`src/rtl/multicycle_pkg.sv`:
```
// rtl/multicycle_pkg.sv - shared types and encodings for the multi-cycle controller
package multicycle_pkg;

  typedef enum logic [3:0] {
    S_FETCH,
    S_DECODE,
    S_MEMADR,
    S_MEMRD,
    S_MEMWB,
    S_MEMWR,
    S_EXECR,
    S_EXECI,
    S_ALUWB,
    S_BRANCH,
    S_JAL,
    S_JALR,
    S_LINK,
    S_LUI,
    S_HALT
  } state_t;

  typedef enum logic [1:0] {
    ALUOP_ADD,
    ALUOP_SUB,
    ALUOP_FUNCT
  } alu_op_t;

  localparam logic [6:0] OP_LOAD   = 7'b0000011;
  localparam logic [6:0] OP_STORE  = 7'b0100011;
  localparam logic [6:0] OP_RTYPE  = 7'b0110011;
  localparam logic [6:0] OP_ITYPE  = 7'b0010011;
  localparam logic [6:0] OP_BRANCH = 7'b1100011;
  localparam logic [6:0] OP_JAL    = 7'b1101111;
  localparam logic [6:0] OP_JALR   = 7'b1100111;
  localparam logic [6:0] OP_LUI    = 7'b0110111;

  localparam logic [2:0] IMM_I = 3'b000;
  localparam logic [2:0] IMM_S = 3'b001;
  localparam logic [2:0] IMM_B = 3'b010;
  localparam logic [2:0] IMM_J = 3'b011;
  localparam logic [2:0] IMM_U = 3'b100;

  localparam logic [1:0] SRCA_PC    = 2'b00;
  localparam logic [1:0] SRCA_OLDPC = 2'b01;
  localparam logic [1:0] SRCA_RS1   = 2'b10;

  localparam logic [1:0] SRCB_RS2  = 2'b00;
  localparam logic [1:0] SRCB_IMM  = 2'b01;
  localparam logic [1:0] SRCB_FOUR = 2'b10;

  localparam logic [1:0] RES_ALUOUT    = 2'b00;
  localparam logic [1:0] RES_DATA      = 2'b01;
  localparam logic [1:0] RES_ALURESULT = 2'b10;
  localparam logic [1:0] RES_IMM       = 2'b11;

  localparam logic [2:0] ALU_ADD = 3'b000;
  localparam logic [2:0] ALU_SUB = 3'b001;
  localparam logic [2:0] ALU_AND = 3'b010;
  localparam logic [2:0] ALU_OR  = 3'b011;
  localparam logic [2:0] ALU_SLT = 3'b101;

  function automatic logic [2:0] imm_src_for(input logic [6:0] op);
    logic [2:0] imm;
    case (op)
      OP_STORE:  imm = IMM_S;
      OP_BRANCH: imm = IMM_B;
      OP_JAL:    imm = IMM_J;
      OP_LUI:    imm = IMM_U;
      default:   imm = IMM_I;
    endcase
    return imm;
  endfunction

  // Returns {supported, taken}; unsupported branch kinds halt the core.
  function automatic logic [1:0] branch_eval(input logic [2:0] func3,
                                             input logic zero,
                                             input logic neg);
    logic [1:0] r;
    case (func3)
      3'b000:  r = {1'b1, zero};
      3'b001:  r = {1'b1, !zero};
      3'b100:  r = {1'b1, neg};
      3'b101:  r = {1'b1, !neg};
      default: r = 2'b00;
    endcase
    return r;
  endfunction

endpackage

```
`src/rtl/multicycle_controller_if.sv`:
```
// rtl/multicycle_controller_if.sv - control bus between controller and datapath
interface multicycle_controller_if #(
  parameter int ALU_CTRL_W = 3
);
  logic [6:0]            op;
  logic [2:0]            func3;
  logic [6:0]            func7;
  logic                  zero;
  logic                  neg;
  logic                  mem_ready;
  logic                  mem_req;
  logic                  MemWrite;
  logic                  AdrSrc;
  logic                  IRWrite;
  logic                  PCWrite;
  logic                  RegWrite;
  logic [1:0]            ALUSrcA;
  logic [1:0]            ALUSrcB;
  logic [1:0]            ResultSrc;
  logic [2:0]            ImmSrc;
  logic [ALU_CTRL_W-1:0] ALUControl;
  logic                  illegal;

  modport master (
    input  op, func3, func7, zero, neg, mem_ready,
    output mem_req, MemWrite, AdrSrc, IRWrite, PCWrite, RegWrite,
           ALUSrcA, ALUSrcB, ResultSrc, ImmSrc, ALUControl, illegal
  );

  modport slave (
    output op, func3, func7, zero, neg, mem_ready,
    input  mem_req, MemWrite, AdrSrc, IRWrite, PCWrite, RegWrite,
           ALUSrcA, ALUSrcB, ResultSrc, ImmSrc, ALUControl, illegal
  );
endinterface

```
`src/rtl/alu_op_decoder.sv`:
```
// rtl/alu_op_decoder.sv - maps ALUOp/funct fields to an ALU function
module alu_op_decoder
  import multicycle_pkg::*;
(
  input  alu_op_t    alu_op,
  input  logic [2:0] func3,
  input  logic       func7_5,
  input  logic       op_5,
  output logic [2:0] alu_control,
  output logic       bad_func3
);

  always_comb begin
    alu_control = ALU_ADD;
    bad_func3   = 1'b0;
    case (alu_op)
      ALUOP_SUB: alu_control = ALU_SUB;
      ALUOP_FUNCT: begin
        case (func3)
          // Only R-type (op[5]=1) uses funct7 to select sub; addi ignores it.
          3'b000:  alu_control = (func7_5 && op_5) ? ALU_SUB : ALU_ADD;
          3'b010:  alu_control = ALU_SLT;
          3'b110:  alu_control = ALU_OR;
          3'b111:  alu_control = ALU_AND;
          default: bad_func3 = 1'b1;
        endcase
      end
      default: alu_control = ALU_ADD;
    endcase
  end

endmodule

```
`src/rtl/multicycle_controller.sv`:
```
// rtl/multicycle_controller.sv - multi-cycle RISC-V control FSM with memory handshake
module multicycle_controller
  import multicycle_pkg::*;
#(
  parameter bit MEM_HANDSHAKE = 1'b1,
  parameter int ALU_CTRL_W    = 3
) (
  input logic                     clk,
  input logic                     rst_n,
  multicycle_controller_if.master bus
);

  state_t     state;
  state_t     state_next;
  logic       illegal_q;
  logic       ready;
  alu_op_t    alu_op;
  logic [2:0] alu_ctrl;
  logic       bad_func3;
  logic [1:0] br;

  logic       mem_req;
  logic       mem_write;
  logic       adr_src;
  logic       ir_write;
  logic       pc_write;
  logic       reg_write;
  logic [1:0] alu_src_a;
  logic [1:0] alu_src_b;
  logic [1:0] result_src;
  logic [2:0] imm_src;

  assign ready = !MEM_HANDSHAKE || bus.mem_ready;
  assign br    = branch_eval(bus.func3, bus.zero, bus.neg);

  alu_op_decoder u_alu_op_decoder (
    .alu_op      (alu_op),
    .func3       (bus.func3),
    .func7_5     (bus.func7[5]),
    .op_5        (bus.op[5]),
    .alu_control (alu_ctrl),
    .bad_func3   (bad_func3)
  );

  always_ff @(posedge clk or negedge rst_n) begin
    if (!rst_n) begin
      state     <= S_FETCH;
      illegal_q <= 1'b0;
    end else begin
      state <= state_next;
      if (state_next == S_HALT) begin
        illegal_q <= 1'b1;
      end
    end
  end

  always_comb begin
    state_next = state;
    alu_op     = ALUOP_ADD;
    mem_req    = 1'b0;
    mem_write  = 1'b0;
    adr_src    = 1'b0;
    ir_write   = 1'b0;
    pc_write   = 1'b0;
    reg_write  = 1'b0;
    alu_src_a  = SRCA_PC;
    alu_src_b  = SRCB_RS2;
    result_src = RES_ALUOUT;
    imm_src    = IMM_I;

    case (state)
      S_FETCH: begin
        mem_req    = 1'b1;
        alu_src_b  = SRCB_FOUR;
        result_src = RES_ALURESULT;
        if (ready) begin
          ir_write   = 1'b1;
          pc_write   = 1'b1;
          state_next = S_DECODE;
        end
      end
      S_DECODE: begin
        // ALUOut captures OldPC + imm so BRANCH/JAL find their target ready.
        alu_src_a = SRCA_OLDPC;
        alu_src_b = SRCB_IMM;
        imm_src   = imm_src_for(bus.op);
        case (bus.op)
          OP_LOAD, OP_STORE: state_next = S_MEMADR;
          OP_RTYPE:          state_next = S_EXECR;
          OP_ITYPE:          state_next = S_EXECI;
          OP_BRANCH:         state_next = S_BRANCH;
          OP_JAL:            state_next = S_JAL;
          OP_JALR:           state_next = S_JALR;
          OP_LUI:            state_next = S_LUI;
          default:           state_next = S_HALT;
        endcase
      end
      S_MEMADR: begin
        alu_src_a  = SRCA_RS1;
        alu_src_b  = SRCB_IMM;
        imm_src    = imm_src_for(bus.op);
        state_next = (bus.op == OP_STORE) ? S_MEMWR : S_MEMRD;
      end
      S_MEMRD: begin
        mem_req = 1'b1;
        adr_src = 1'b1;
        if (ready) begin
          state_next = S_MEMWB;
        end
      end
      S_MEMWB: begin
        result_src = RES_DATA;
        reg_write  = 1'b1;
        state_next = S_FETCH;
      end
      S_MEMWR: begin
        mem_req   = 1'b1;
        mem_write = 1'b1;
        adr_src   = 1'b1;
        if (ready) begin
          state_next = S_FETCH;
        end
      end
      S_EXECR: begin
        alu_src_a  = SRCA_RS1;
        alu_src_b  = SRCB_RS2;
        alu_op     = ALUOP_FUNCT;
        state_next = bad_func3 ? S_HALT : S_ALUWB;
      end
      S_EXECI: begin
        alu_src_a  = SRCA_RS1;
        alu_src_b  = SRCB_IMM;
        imm_src    = IMM_I;
        alu_op     = ALUOP_FUNCT;
        state_next = bad_func3 ? S_HALT : S_ALUWB;
      end
      S_ALUWB: begin
        result_src = RES_ALUOUT;
        reg_write  = 1'b1;
        state_next = S_FETCH;
      end
      S_BRANCH: begin
        alu_src_a  = SRCA_RS1;
        alu_src_b  = SRCB_RS2;
        alu_op     = ALUOP_SUB;
        imm_src    = IMM_B;
        result_src = RES_ALUOUT;
        if (br[1]) begin
          pc_write   = br[0];
          state_next = S_FETCH;
        end else begin
          state_next = S_HALT;
        end
      end
      S_JAL: begin
        alu_src_a  = SRCA_OLDPC;
        alu_src_b  = SRCB_FOUR;
        imm_src    = IMM_J;
        result_src = RES_ALUOUT;
        pc_write   = 1'b1;
        state_next = S_ALUWB;
      end
      S_JALR: begin
        alu_src_a  = SRCA_RS1;
        alu_src_b  = SRCB_IMM;
        imm_src    = IMM_I;
        result_src = RES_ALURESULT;
        pc_write   = 1'b1;
        state_next = S_LINK;
      end
      S_LINK: begin
        alu_src_a  = SRCA_OLDPC;
        alu_src_b  = SRCB_FOUR;
        state_next = S_ALUWB;
      end
      S_LUI: begin
        imm_src    = IMM_U;
        result_src = RES_IMM;
        reg_write  = 1'b1;
        state_next = S_FETCH;
      end
      S_HALT: state_next = S_HALT;
      default: state_next = S_HALT;
    endcase
  end

  // Reset forces FETCH, but nothing may be driven until reset is released.
  assign bus.mem_req    = rst_n & mem_req;
  assign bus.MemWrite   = rst_n & mem_write;
  assign bus.AdrSrc     = rst_n & adr_src;
  assign bus.IRWrite    = rst_n & ir_write;
  assign bus.PCWrite    = rst_n & pc_write;
  assign bus.RegWrite   = rst_n & reg_write;
  assign bus.ALUSrcA    = rst_n ? alu_src_a : 2'b00;
  assign bus.ALUSrcB    = rst_n ? alu_src_b : 2'b00;
  assign bus.ResultSrc  = rst_n ? result_src : 2'b00;
  assign bus.ImmSrc     = rst_n ? imm_src : 3'b000;
  assign bus.ALUControl = rst_n ? ALU_CTRL_W'(alu_ctrl) : '0;
  assign bus.illegal    = rst_n & illegal_q;

endmodule
```
`src/flat_wrapper.sv`:
```
// flat-port wrapper written by rule: the top's interface ports become plain ports
module multicycle_controller_flat import multicycle_pkg::*;
#(
  parameter bit MEM_HANDSHAKE = 1'b1,
  parameter int ALU_CTRL_W    = 3
)
  (clk, rst_n, bus_op, bus_func3, bus_func7, bus_zero, bus_neg, bus_mem_ready, bus_mem_req, bus_MemWrite, bus_AdrSrc, bus_IRWrite, bus_PCWrite, bus_RegWrite, bus_ALUSrcA, bus_ALUSrcB, bus_ResultSrc, bus_ImmSrc, bus_ALUControl, bus_illegal);
  multicycle_controller_if #(.ALU_CTRL_W(ALU_CTRL_W)) bus_i ();
  input logic clk;
  input logic rst_n;
  input wire logic [$bits(bus_i.op)-1:0] bus_op;
  input wire logic [$bits(bus_i.func3)-1:0] bus_func3;
  input wire logic [$bits(bus_i.func7)-1:0] bus_func7;
  input wire logic [$bits(bus_i.zero)-1:0] bus_zero;
  input wire logic [$bits(bus_i.neg)-1:0] bus_neg;
  input wire logic [$bits(bus_i.mem_ready)-1:0] bus_mem_ready;
  output wire logic [$bits(bus_i.mem_req)-1:0] bus_mem_req;
  output wire logic [$bits(bus_i.MemWrite)-1:0] bus_MemWrite;
  output wire logic [$bits(bus_i.AdrSrc)-1:0] bus_AdrSrc;
  output wire logic [$bits(bus_i.IRWrite)-1:0] bus_IRWrite;
  output wire logic [$bits(bus_i.PCWrite)-1:0] bus_PCWrite;
  output wire logic [$bits(bus_i.RegWrite)-1:0] bus_RegWrite;
  output wire logic [$bits(bus_i.ALUSrcA)-1:0] bus_ALUSrcA;
  output wire logic [$bits(bus_i.ALUSrcB)-1:0] bus_ALUSrcB;
  output wire logic [$bits(bus_i.ResultSrc)-1:0] bus_ResultSrc;
  output wire logic [$bits(bus_i.ImmSrc)-1:0] bus_ImmSrc;
  output wire logic [$bits(bus_i.ALUControl)-1:0] bus_ALUControl;
  output wire logic [$bits(bus_i.illegal)-1:0] bus_illegal;
  assign bus_i.op = bus_op;
  assign bus_i.func3 = bus_func3;
  assign bus_i.func7 = bus_func7;
  assign bus_i.zero = bus_zero;
  assign bus_i.neg = bus_neg;
  assign bus_i.mem_ready = bus_mem_ready;
  assign bus_mem_req = bus_i.mem_req;
  assign bus_MemWrite = bus_i.MemWrite;
  assign bus_AdrSrc = bus_i.AdrSrc;
  assign bus_IRWrite = bus_i.IRWrite;
  assign bus_PCWrite = bus_i.PCWrite;
  assign bus_RegWrite = bus_i.RegWrite;
  assign bus_ALUSrcA = bus_i.ALUSrcA;
  assign bus_ALUSrcB = bus_i.ALUSrcB;
  assign bus_ResultSrc = bus_i.ResultSrc;
  assign bus_ImmSrc = bus_i.ImmSrc;
  assign bus_ALUControl = bus_i.ALUControl;
  assign bus_illegal = bus_i.illegal;
  multicycle_controller #(.MEM_HANDSHAKE(MEM_HANDSHAKE), .ALU_CTRL_W(ALU_CTRL_W)) u_core (.clk(clk), .rst_n(rst_n), .bus(bus_i));
endmodule
```
`config.mk`:
```
export PLATFORM = sky130hd
export DESIGN_NAME = multicycle_controller_flat
export DESIGN_NICKNAME = d
export VERILOG_FILES = /design/src/rtl/multicycle_pkg.sv /design/src/rtl/multicycle_controller_if.sv /design/src/rtl/alu_op_decoder.sv /design/src/rtl/multicycle_controller.sv /design/src/flat_wrapper.sv
export SDC_FILE = /design/constraint.sdc
export NUM_CORES = 1
export LEC_CHECK = 0
export ABC_AREA = 1
export BUFFER_PORTS_ARGS = -buffer_cell sky130_fd_sc_hd__buf_2
export CAP_MARGIN = 20
export CORE_MARGIN = 3
export CORE_UTILIZATION = 45
export CTS_CLUSTER_DIAMETER = 80
export DETAILED_ROUTE_END_ITERATION = 10
export PLACE_DENSITY = 0.77
export REMOVE_ABC_BUFFERS = 1
export SLEW_MARGIN = 25
export SYNTH_ARGS = -nofsm -noshare
export SYNTH_HDL_FRONTEND = slang
export SYNTH_SLANG_ARGS = --single-unit
```
`constraint.sdc`:
```
create_clock -name clk -period 2.8 [get_ports clk]
set_input_delay 0.56 -clock clk [delete_from_list [all_inputs] [get_ports clk]]
set_output_delay 0.56 -clock clk [all_outputs]
set_load 0.05 [all_outputs]
```
==> results_dict.tcl <==
set metrics [dict create \
    hold_viol 0 \
    netlist_area_um2 888 \
    htreeDepth 1 \
    cp_slowest_cell "dfrtp_1" \
    drc 0 \
    layout-area-overhead-vs-synth_pct 25.2 \
    antenna_left 0 \
    slew_violations 0 \
    cts_sinks 5 \
    first_iter_violations 23 \
    grt_max_degree 15 \
    ys_types 27 \
    synth_top_cell_area_share_pct 14.1 \
    rsz0062_at_grt "false" \
    routed_via_density 5.06 \
    synth_cells 160 \
    yosysTopAreaCell "dfrtp_1" \
    cts-root-buf "clkbuf_4" \
    peakVddDrop_mv 0.205 \
    synth_seq_cells 5 \
    end_kind "output port" \
    insertion_delay_ns 0.24 \
    initial_utilization_pct 49.3 \
    fmax_ghz 0.407 \
    period_share_pct 87.9 \
    drive_gt1_share_pct 32.0 \
    ys_seq_area_share_pct 14.1 \
    synthArstFlopShare_pct 100 \
    synth_edf_count 0 \
    nNetsFinal 222 \
    power_density_nw_per_um2 178 \
    cts_resized 0 \
    die_area_um2 2540 \
    place.gp.congestion 0.874 \
    nFillCells 202 \
    p_leak_nw 0.692 \
    arrival_ns 1.90 \
    grt_use_total_pct 21.1 \
    hp-class "input port to asynchronous set/reset pin" \
    synth_area_leaders "dfrtp_1 (14%), nand2_1 (14%), inv_1 (11%), nor2_1 (9.3%), nand3_1 (7.9%)" \
    syn_avg_cell_area_um2 5.55 \
    slowest_delay_ns 0.44 \
    ys.flop_type "dfrtp_1" \
    pin_count 41 \
    cts_setup_buffers 0 \
    grt_pass1_wl_mm 4.29 \
    finalSetupTns_ns 0 \
    regArea_um2 125 \
    cts_tree "yes" \
    grt_antenna_before_repair 0 \
    fin_worst_skew_ns 0.00212 \
    core_area_um2 1800 \
    period_needed_ns 2.46 \
    rows 15 \
    grt_overflow_total 0 \
    hold_buffers 0 \
    worstSetupPathType "register to output port" \
    antenna_cells 0 \
    max_slew.worst_pin.slew_ns 0.407 \
    post-route-util_pct 61.7 \
    place_hpwl_mm 2.13 \
    path_cells "inv_2, nand2_4, nor2_2, nor2_1, o21ai_0, nor2_1, nor2_1, buf_2" \
    multiInputGateArea_um2 639 \
    routed_wl_mm 2.53 \
    ctsLongestPathBuffers 2 \
    slew_headroom_pct 72.8 \
    synthTopCellsByCount "nand2_1 (33), inv_1 (25), nor2_1 (22)" \
    firstDrtPassIters 4 \
    synthMostInstantiatedCell "nand2_1" \
    cp_max_fo 6 \
    cap_violations 0 \
    setup_viol 0 \
    die_h_um 50.4 \
    grt_pass1_vias 1022 \
    start_kind "register" \
    status "finished, final reports clean" \
    drt-wirelength-per-cell_um 11.4 \
    critPathMostFrequentCell "nor2_1" \
    vias 1124 \
    io_buffers 34 \
    clk_pin_slew_ns 0.04 \
    yosys_warnings 0 \
    crit_required_ns 2.24 \
    die_x_um 50.4 \
    numCtsBuffers 3 \
]
-- where the power goes --
group | internal (W) | switching, W
Clock | 0.0000538 | 0.0000281
Sequential | 0.0000726 | 0
Combinational | 0.0000149 | 0.0000291
-- through the flow --
stage	instance area, um^2	setup slack (ns)	total power (W)	hold WS (ns)	cells
global route	1110	0.153	0.000211	0.165	222
floorplan	885	0.0879	0.0000953	0.264	159
CTS	1110	0.315	0.000201	0.167	222
detailed placement	1090	0.416	0.000117	0.422	218
global placement	1090	0.458	0.000115	0.416	218
finish	1110	0.340	0.000198	0.167	222
-- critical path: cells and delay by family, from the launching register on --
family / cells / cell delay, ns
simple gates: 5 / 0.61
buf+inv: 2 / 0.43
compound gates: 1 / 0.17
flops: 1 / 0.44
-- cell type report --
| cell class | instances | share of cell area [%] |
|---|---|---|
| clock buffers | 4 | 2.36 |
| multi-input cells | 122 | 57.5 |
| flip-flops and latches | 5 | 11.2 |
| repair buffers | 34 | 15.3 |
| well taps | 25 | 2.81 |
| inverters | 32 | 10.8 |
-- logic make-up after synthesis --
group,Yosys count,synth area share (%)
AOI/OAI and AO/OA,27,18.9
xor gates and xnor gates,1,0.986
adders and majority gates,2,2.82
buffers and inverters,33,13.9
DFF,5,14.1
and+or+nand+nor,92,49.3
-- cells in the final DEF, fill, tap and decap left out, drive strengths merged, types with 2 or more instances in the layout --
| cell | Yosys | final |
|---|---|---|
| nand3 | 15 | 15 |
| o31ai | 2 | 2 |
| a21oi | 12 | 12 |
| clkbuf | 1 | 4 |
| inv | 32 | 32 |
| a31oi | 2 | 2 |
| nand2 | 42 | 42 |
| dfrtp | 5 | 5 |
| ha | 2 | 2 |
| nor2 | 29 | 29 |
| nor3 | 5 | 5 |
| o21ai | 5 | 5 |
| buf | 0 | 34 |
| o211ai | 2 | 2 |
-- worst paths after layout --
kind,start,to,slack (ns),depth (start not counted)
setup / recovery,u_core.state[1],bus_ImmSrc[1],0.34,8
hold / removal,rst_n,u_core.state[2],0.17,1
setup reg to reg,u_core.state[1],u_core.illegal_q,0.91,10
hold reg to reg,u_core.illegal_q,u_core.illegal_q,0.50,1
max in group asynchronous,rst_n,u_core.state[1],2.45,1
min in group clk,u_core.illegal_q,u_core.illegal_q,0.50,1
-- state kept, by name, indices dropped and copies added (netlist names) --
signal,cells
u_core.illegal_q,1
u_core.state,4
-- layer usage --
layer,GRT usage (%),vias to the layer above,routed length (um)
met2,37.4,33,1210
met4,4.04,0,12
met3,1.48,2,153
met1,27.9,500,1150
met5,0,-,0
li1,-,589,-
Note: power is estimated with default switching activity, not from simulation.
